<file path="src/rtl/router_pkt_tx_if.sv">
// Packet-source bus between the local requester and router_pkt_tx.
// ROUTER_PKT_TX_CORRUPT_EN adds the corrupt_parity request bit.
interface router_pkt_tx_if;
  logic       start;
  logic [1:0] dest_addr;
  logic [5:0] payload_len;
  logic [7:0] pay_data;
  logic       pay_valid;
  logic       pay_ready;
  logic       busy;
  logic [7:0] data_out;
  logic       packet_valid;
  logic       tx_active;
  logic       done;
  logic       req_err;
`ifdef ROUTER_PKT_TX_CORRUPT_EN
  logic       corrupt_parity;
`endif

  modport master (
`ifdef ROUTER_PKT_TX_CORRUPT_EN
    output corrupt_parity,
`endif
    output start, dest_addr, payload_len, pay_data, pay_valid, busy,
    input  pay_ready, data_out, packet_valid, tx_active, done, req_err
  );

  modport slave (
`ifdef ROUTER_PKT_TX_CORRUPT_EN
    input  corrupt_parity,
`endif
    input  start, dest_addr, payload_len, pay_data, pay_valid, busy,
    output pay_ready, data_out, packet_valid, tx_active, done, req_err
  );
endinterface

</file>
<file path="src/rtl/router_pkt_tx.sv">
// Buffers one payload, then sends header, payload and XOR parity to the router.
// ROUTER_PKT_TX_CORRUPT_EN enables latched parity inversion for error injection.
module router_pkt_tx (
  input  logic           clk,
  input  logic           reset,
  router_pkt_tx_if.slave bus
);

  typedef enum logic [2:0] {
    S_IDLE, S_LOAD, S_HEADER, S_PAYLOAD, S_PARITY, S_GAP
  } state_t;

  state_t     state_reg;
  logic [5:0] len_reg;
  logic [1:0] addr_reg;
  logic [5:0] count_reg;
  logic [5:0] idx_reg;
  logic [7:0] parity_reg;
  logic [7:0] data_out_reg;
  logic       packet_valid_reg;
  logic       pay_ready_reg;
  logic       tx_active_reg;
  logic       done_reg;
  logic       req_err_reg;

  logic [7:0] buffer_mem [0:62];
  logic [7:0] rd_data_reg;
  logic [6:0] rd_addr_next;
  logic [5:0] rd_addr;
  logic       wr_en;
  logic [7:0] header;
  logic [7:0] parity_out;

  assign header = {len_reg, addr_reg};
  assign wr_en  = (state_reg == S_LOAD) && bus.pay_valid && pay_ready_reg;

`ifdef ROUTER_PKT_TX_CORRUPT_EN
  logic corrupt_reg;
  assign parity_out = corrupt_reg ? ~parity_reg : parity_reg;
`else
  assign parity_out = parity_reg;
`endif

  // Read one entry ahead of the bus so the next payload byte is waiting in
  // rd_data_reg when the current one is released.
  always_comb begin
    rd_addr_next = 7'd0;
    case (state_reg)
      S_HEADER:  rd_addr_next = bus.busy ? 7'd0 : 7'd1;
      S_PAYLOAD: rd_addr_next = {1'b0, idx_reg} + (bus.busy ? 7'd1 : 7'd2);
      default:   rd_addr_next = 7'd0;
    endcase
    rd_addr = (rd_addr_next > 7'd62) ? 6'd0 : rd_addr_next[5:0];
  end

  // Write-through bypass covers len=1, where entry 0 is written on the same
  // edge it must be read.
  always_ff @(posedge clk) begin
    if (wr_en) begin
      buffer_mem[count_reg] <= bus.pay_data;
    end
    if (wr_en && (count_reg == rd_addr)) begin
      rd_data_reg <= bus.pay_data;
    end else begin
      rd_data_reg <= buffer_mem[rd_addr];
    end
  end

  always_ff @(posedge clk) begin
    if (reset) begin
      state_reg        <= S_IDLE;
      len_reg          <= 6'd0;
      addr_reg         <= 2'd0;
      count_reg        <= 6'd0;
      idx_reg          <= 6'd0;
      parity_reg       <= 8'd0;
      data_out_reg     <= 8'd0;
      packet_valid_reg <= 1'b0;
      pay_ready_reg    <= 1'b0;
      tx_active_reg    <= 1'b0;
      done_reg         <= 1'b0;
      req_err_reg      <= 1'b0;
`ifdef ROUTER_PKT_TX_CORRUPT_EN
      corrupt_reg      <= 1'b0;
`endif
    end else begin
      done_reg    <= 1'b0;
      req_err_reg <= 1'b0;
      case (state_reg)
        S_IDLE: begin
          if (bus.start) begin
            if ((bus.payload_len != 6'd0) && (bus.dest_addr != 2'd3)) begin
              len_reg       <= bus.payload_len;
              addr_reg      <= bus.dest_addr;
              count_reg     <= 6'd0;
              idx_reg       <= 6'd0;
              parity_reg    <= {bus.payload_len, bus.dest_addr};
              pay_ready_reg <= 1'b1;
              tx_active_reg <= 1'b1;
`ifdef ROUTER_PKT_TX_CORRUPT_EN
              corrupt_reg   <= bus.corrupt_parity;
`endif
              state_reg     <= S_LOAD;
            end else begin
              req_err_reg <= 1'b1;
            end
          end
        end
        S_LOAD: begin
          if (wr_en) begin
            count_reg  <= count_reg + 6'd1;
            parity_reg <= parity_reg ^ bus.pay_data;
            if (count_reg == (len_reg - 6'd1)) begin
              pay_ready_reg    <= 1'b0;
              data_out_reg     <= header;
              packet_valid_reg <= 1'b1;
              state_reg        <= S_HEADER;
            end
          end
        end
        S_HEADER: begin
          if (!bus.busy) begin
            data_out_reg <= rd_data_reg;
            idx_reg      <= 6'd0;
            state_reg    <= S_PAYLOAD;
          end
        end
        S_PAYLOAD: begin
          if (!bus.busy) begin
            if (idx_reg == (len_reg - 6'd1)) begin
              data_out_reg     <= parity_out;
              packet_valid_reg <= 1'b0;
              state_reg        <= S_PARITY;
            end else begin
              data_out_reg <= rd_data_reg;
              idx_reg      <= idx_reg + 6'd1;
            end
          end
        end
        S_PARITY: begin
          data_out_reg     <= 8'd0;
          packet_valid_reg <= 1'b0;
          done_reg         <= 1'b1;
          state_reg        <= S_GAP;
        end
        S_GAP: begin
          tx_active_reg <= 1'b0;
          state_reg     <= S_IDLE;
        end
        default: state_reg <= S_IDLE;
      endcase
    end
  end

  assign bus.data_out     = data_out_reg;
  assign bus.packet_valid = packet_valid_reg;
  assign bus.pay_ready    = pay_ready_reg;
  assign bus.tx_active    = tx_active_reg;
  assign bus.done         = done_reg;
  assign bus.req_err      = req_err_reg;

endmodule

</file>
<file path="src/flat_wrapper.sv">
// flat-port wrapper written by rule: the top's interface ports become plain ports
module router_pkt_tx_flat 
  (clk, reset, bus_start, bus_dest_addr, bus_payload_len, bus_pay_data, bus_pay_valid, bus_busy, bus_pay_ready, bus_data_out, bus_packet_valid, bus_tx_active, bus_done, bus_req_err);
  router_pkt_tx_if bus_i ();
  input  logic clk;
  input  logic reset;
  input wire logic [$bits(bus_i.start)-1:0] bus_start;
  input wire logic [$bits(bus_i.dest_addr)-1:0] bus_dest_addr;
  input wire logic [$bits(bus_i.payload_len)-1:0] bus_payload_len;
  input wire logic [$bits(bus_i.pay_data)-1:0] bus_pay_data;
  input wire logic [$bits(bus_i.pay_valid)-1:0] bus_pay_valid;
  input wire logic [$bits(bus_i.busy)-1:0] bus_busy;
  output wire logic [$bits(bus_i.pay_ready)-1:0] bus_pay_ready;
  output wire logic [$bits(bus_i.data_out)-1:0] bus_data_out;
  output wire logic [$bits(bus_i.packet_valid)-1:0] bus_packet_valid;
  output wire logic [$bits(bus_i.tx_active)-1:0] bus_tx_active;
  output wire logic [$bits(bus_i.done)-1:0] bus_done;
  output wire logic [$bits(bus_i.req_err)-1:0] bus_req_err;
  assign bus_i.start = bus_start;
  assign bus_i.dest_addr = bus_dest_addr;
  assign bus_i.payload_len = bus_payload_len;
  assign bus_i.pay_data = bus_pay_data;
  assign bus_i.pay_valid = bus_pay_valid;
  assign bus_i.busy = bus_busy;
  assign bus_pay_ready = bus_i.pay_ready;
  assign bus_data_out = bus_i.data_out;
  assign bus_packet_valid = bus_i.packet_valid;
  assign bus_tx_active = bus_i.tx_active;
  assign bus_done = bus_i.done;
  assign bus_req_err = bus_i.req_err;
  router_pkt_tx u_core (.clk(clk), .reset(reset), .bus(bus_i));
endmodule
</file>
<file path="config.mk">
export PLATFORM = sky130hd
export DESIGN_NAME = router_pkt_tx_flat
export DESIGN_NICKNAME = d
export VERILOG_FILES = /design/src/rtl/router_pkt_tx_if.sv /design/src/rtl/router_pkt_tx.sv /design/src/flat_wrapper.sv
export SDC_FILE = /design/constraint.sdc
export NUM_CORES = 1
export LEC_CHECK = 0
export ABC_AREA = 1
export CAP_MARGIN = 10
export CORE_MARGIN = 2
export CORE_UTILIZATION = 30
export CTS_CLUSTER_SIZE = 30
export DETAILED_ROUTE_END_ITERATION = 8
export GPL_TIMING_DRIVEN = 1
export PLACE_DENSITY = 0.53
export SYNTH_ARGS = -nofsm -noshare
export SYNTH_HDL_FRONTEND = slang
export SYNTH_SLANG_ARGS = --single-unit
</file>
<file path="constraint.sdc">
create_clock -name clk -period 2.8 [get_ports clk]
set_input_delay 0.56 -clock clk [delete_from_list [all_inputs] [get_ports clk]]
set_output_delay 0.56 -clock clk [all_outputs]
set_load 0.03 [all_outputs]
</file>
After elaboration in Yosys (flattened, before gate mapping)
Memory sizes are Yosys's and may differ from the RTL's. A register that Yosys moved wholly into a read port is not among the register bits.
Index checks and enable logic that the tools add are counted.
W data, S select, Z words.

word-level totals
  flip-flop bits (word level) = 44
  RAM bits = 504
  input bits = 21
  logic and storage cells = 101
  memories kept = 1

operators by class
  add/subtract/negate cells = 4
  magnitude comparators = 1
  equality and inequality tests = 16
  mux-type cells = 45
  bitwise operators = 3
  reductions and logical operators = 19

memories
  memory             depth  width  read ports  clocked after Yosys merged registers in  write ports  line                 text
  u_core.buffer_mem  63     8      1           1                                        1            router_pkt_tx.sv:26  logic [7:0] buffer_mem [0:62];

operators by type and width
  kind                   count
  $mux W8                8
  $mux W6                7
  $pmux W8 S4            1
  $mux W3                7
  $pmux W6 S3            1
  $pmux W8 S2            1
  $pmux W3 S5            1
  $reduce_and A5 Y1      3
  $pmux W7 S2            1
  $mux W1                13
  $add A6 B1 Y6 const B  2
  $eq A6 B6 Y1           2
  $ne A2 B2 Y1 const B   6
  $pmux W6 S2            1
  $xor A8 B8 Y8          1
  $add A6 B7 Y7          1
  $gt A7 B6 Y1 const B   1
  $reduce_and A7 Y1      1
  $eq A3 B2 Y1 const B   2
  $eq A3 B3 Y1 const B   2
  $ne A2 B1 Y1 const B   3
  $reduce_and A3 Y1      2
  $reduce_and A6 Y1      1
  $reduce_bool A3 Y1     2
  other kinds (13)       18

Longest topological paths before layout
  depth in word-level cells = 5
  gate-level depth with buffers = 17
  depth with buffers taken out = 17

Least setup slack after synthesis
No wires, ideal clock.

  path type = input -> register
  start = in bus_busy
  end = reg with a tool-made name
  setup time = 0.119 ns
  data arrival time = 1.846 ns
  data required time = 2.681 ns
  setup slack = 0.835 ns
  stages = 12
  buffers on the path = 0
  path through = ha_1 > fa_1 > nand2_1 > inv_1 > nor2_1 > nand3_1 > nor2_1 > nand3_1 > inv_1 > a21oi_2 > inv_2 > nor3_1

RTL lines
  what             line                text
  start, declared  flat_wrapper.sv:12  input wire logic [$bits(bus_i.busy)-1:0] bus_busy;

==> impl_metrics.toml <==
[detailed_routing]
routed_wl_um = 64700
drtPass1Iterations = 5
ant_nets = 0
drt_first_iter_violations = 1370
drc = 0
vias_per_cell = 4.81
post_drt_wl_per_cell_um = 19.4
vias = 16053

[placed_design]
routabilityCongestion = 0.848
place_ws_ps = 173
port_buffers = 33
dpl-instance-area_um2 = 25600
hpwl_um = 40600

[worst_hold_path]
worstHoldStart = "bus_pay_data[7]"
worstHoldEndpoint = "u_core.buffer_mem[3][7]$_DFFE_PP_"
hp-class = "in -> reg"
min_delay_path_depth = 1

[cells_and_area]
seq_area_um2 = 16100
fin_area_um2 = 27500
drive_gt1_share_pct = 11.5
postLayoutCoreUtil_pct = 35.6
multiInputGateArea_um2 = 6380
diodes = 0
nets = 2276
largest_reg_flops = 504
area_growth_pct = 17.6
fill_cells = 7733

[worst_setup_path]
cpMostUsedCell = "nand2_1"
crit_chain = "buf_12, nand2_1, nand3_1, nand3_1, nand2_1, nand2_1, nand3_1, nand3_1, nand2_1, nand2_1, nand2_1, nand2_1, a21oi_2"
reg2regPathDepth = 13
path_class = "reg -> reg"
reg2reg_to = "u_core.bus.data_out[6]$_SDFFE_PP0P_"
cp.arrival_ps = 2960
cp-end-kind = "register"
required_ps = 3340
startpoint_type = "register"
slowest_stage = "dfxtp_4"
max_stage_delay_ps = 440
critPathMaxFanout = 132
r2r_slack_ps = 380

[clock_tree]
cts_root_buf = "clkbuf_16"
cts_tree = "done"
clk_pin_slew_worst_paths_ps = 60
htreeDepth = 2
cts_resized = 0
holdBufCountCts = 0
clkSinkCount = 554
cts_buffers = 58
cts_buffer_depth = 3
clkLatencyLatePin_ps = 620
post_cts_buffers = 0

[sta]
fmax_mhz = 412
fin_skew_ps = 29.4
min_period_over_period_pct = 86.6
rsz0062_at_grt = "false"
fin_ws_ps = 376
setup_viol = 0
relSlewSlack_pct = 48.7
hold_viol_final = 0
drv_slew = 0
finalSetupTns_ps = 0
min_period_ps = 2420
tightestPinTransition_ps = 769
holdWs_ps = 341

[die]
die-area_um2 = 80200
dieWidth_um = 283
die_y_um = 283
fp.coreArea_um2 = 77300
pin_count = 34
num_rows = 102
floorplan.initialDensity_pct = 30.2

[yosys]
async_flop_share_pct = 0
synthFlopType = "edfxtp_1"
synth_top_area_share_pct = 64.7
yosys.area.top_type = "edfxtp_1"
synth_nets = 2179
yosysWarnings = 0
netlist_area_um2 = 23400
synthTopCellsByArea = "edfxtp_1 (65%), nand2_1 (9.6%), nand3_1 (8.9%), dfxtp_1 (4.3%), nor2_1 (2.4%)"
synthCells = 2152
synth.avg_cell_area_um2 = 10.9
synth-seq-cells = 554
seq_area_frac_synth_pct = 69.0
synth_cell_types = 44
synth_edf_count = 504

[power]
p_sw_uw = 5590
p_int_uw = 14800
seqPwrFrac_pct = 45.9
p_per_area_nw_per_um2 = 740
leakage_uw = 0.00976
power_frac_comb_pct = 15.8
swShare_pct = 27.5
clkPwrFrac_pct = 38.3
max-vdd-ir-drop_uv = 489

[flow_run]
maxCapViolations = 0

[grt]
gr-total-overflow = 0
antenna_found_initial = 0
grt_pass1_wl_um = 98300
track_usage_pct = 15.8
grt_pass1_vias = 16072
grt_max_degree = 133

[status]
status = "finished, final reports clean"
-- how the worst max path moves through the flow --
| stage | startpoint | end | slack (ps) | cells past startpoint |
|---|---|---|---|---|
| 2_1_floorplan | bus_busy | register | 830 | 12 |
| 3_3_place_gp | bus_busy | register | 120 | 13 |
| 3_5_place_dp | bus_busy | register | 170 | 12 |
| 4_1_cts | u_core.bus.pay_ready$_SDFFE_PP0P_ | bus_pay_ready | 400 | 1 |
| 5_1_grt | register | u_core.bus.data_out[4]$_SDFFE_PP0P_ | 190 | 11 |
| 6_report | register | u_core.bus.data_out[6]$_SDFFE_PP0P_ | 380 | 13 |
-- synth_stat cells (2+ instances only) --
master,count
nor2_2,5
inv_2,11
o211ai_1,5
nor3b_1,3
xnor2_1,4
clkinv_1,2
nand3_2,3
buf_1,20
ha_1,5
o22ai_1,17
dfxtp_1,50
o21ai_0,71
a31oi_1,8
nand3_1,415
nor2_1,150
nor3_1,8
nand2_2,9
a21oi_1,51
buf_6,2
nand2_1,599
inv_1,70
nand4_1,15
xor2_1,9
clkbuf_1,33
buf_4,8
a21oi_2,3
buf_2,56
edfxtp_1,504
-- cell type report --
cell class                 count  share of cell area, %
inverter                      84                   1.17
sequential                   554                   58.7
clock buffer                  73                   5.67
timing repair buffer         156                   5.27
tap                         1040                   4.73
multi-input combinational   1395                   23.2
clock inverter                35                   1.32
-- power groups by stage --
stage	logic, µW	registers, µW	clock network (µW)
after floorplan	2110	9580	0
after global placement	3210	9520	0
after detailed placement	3230	9520	0
after CTS	3250	9350	7960
after global routing	3590	9370	8250
final	3220	9350	7790
-- metal layers --
metal | track usage [%] | share of wire [%] | vias to the layer above | wire, µm
met3 | 2.09 | 4.2 | 99 | 2740
met2 | 27.2 | 49 | 402 | 31900
met5 | 0 | 0 | - | 0
li1 | - | - | 7713 | -
met1 | 20.8 | 44 | 7839 | 28400
met4 | 4.68 | 2.7 | 0 | 1730
-- critical path: cells and delay by family, from the launching register on --
| family | cells | cell delay, ps |
|---|---|---|
| compound gates | 1 | 120 |
| buf+inv | 1 | 380 |
| flops | 1 | 440 |
| simple gates | 11 | 1210 |
-- through the flow --
| step | cells | total power (µW) |
|---|---|---|
| finish | 3337 | 20400 |
| global route | 3337 | 21200 |
| detailed placement | 3229 | 12800 |
| CTS | 3337 | 20600 |
| global placement | 3229 | 12700 |
| floorplan | 2152 | 11700 |
-- logic make-up after synthesis --
logic type      synth area share (%)
compound gates                  3.60
xor+xnor                       0.583
fa+ha+maj                      0.353
flops                           69.0
simple gates                    22.7
buf+inv                         3.76
-- cells in the final DEF, fill, tap and decap left out, types with 11 or more instances in the layout --
master           count
a21oi_1             51
buf_12              19
buf_4              104
clkbuf_1            11
clkbuf_16           59
clkdlybuf4s50_1     25
clkinv_1            12
clkinv_2            11
dfxtp_1             47
edfxtp_1           504
inv_1               69
inv_2               11
nand2_1            599
nand3_1            415
nand4_1             15
nor2_1             150
o21ai_0             71
o22ai_1             17
Note: power is estimated with default switching activity, not from simulation.
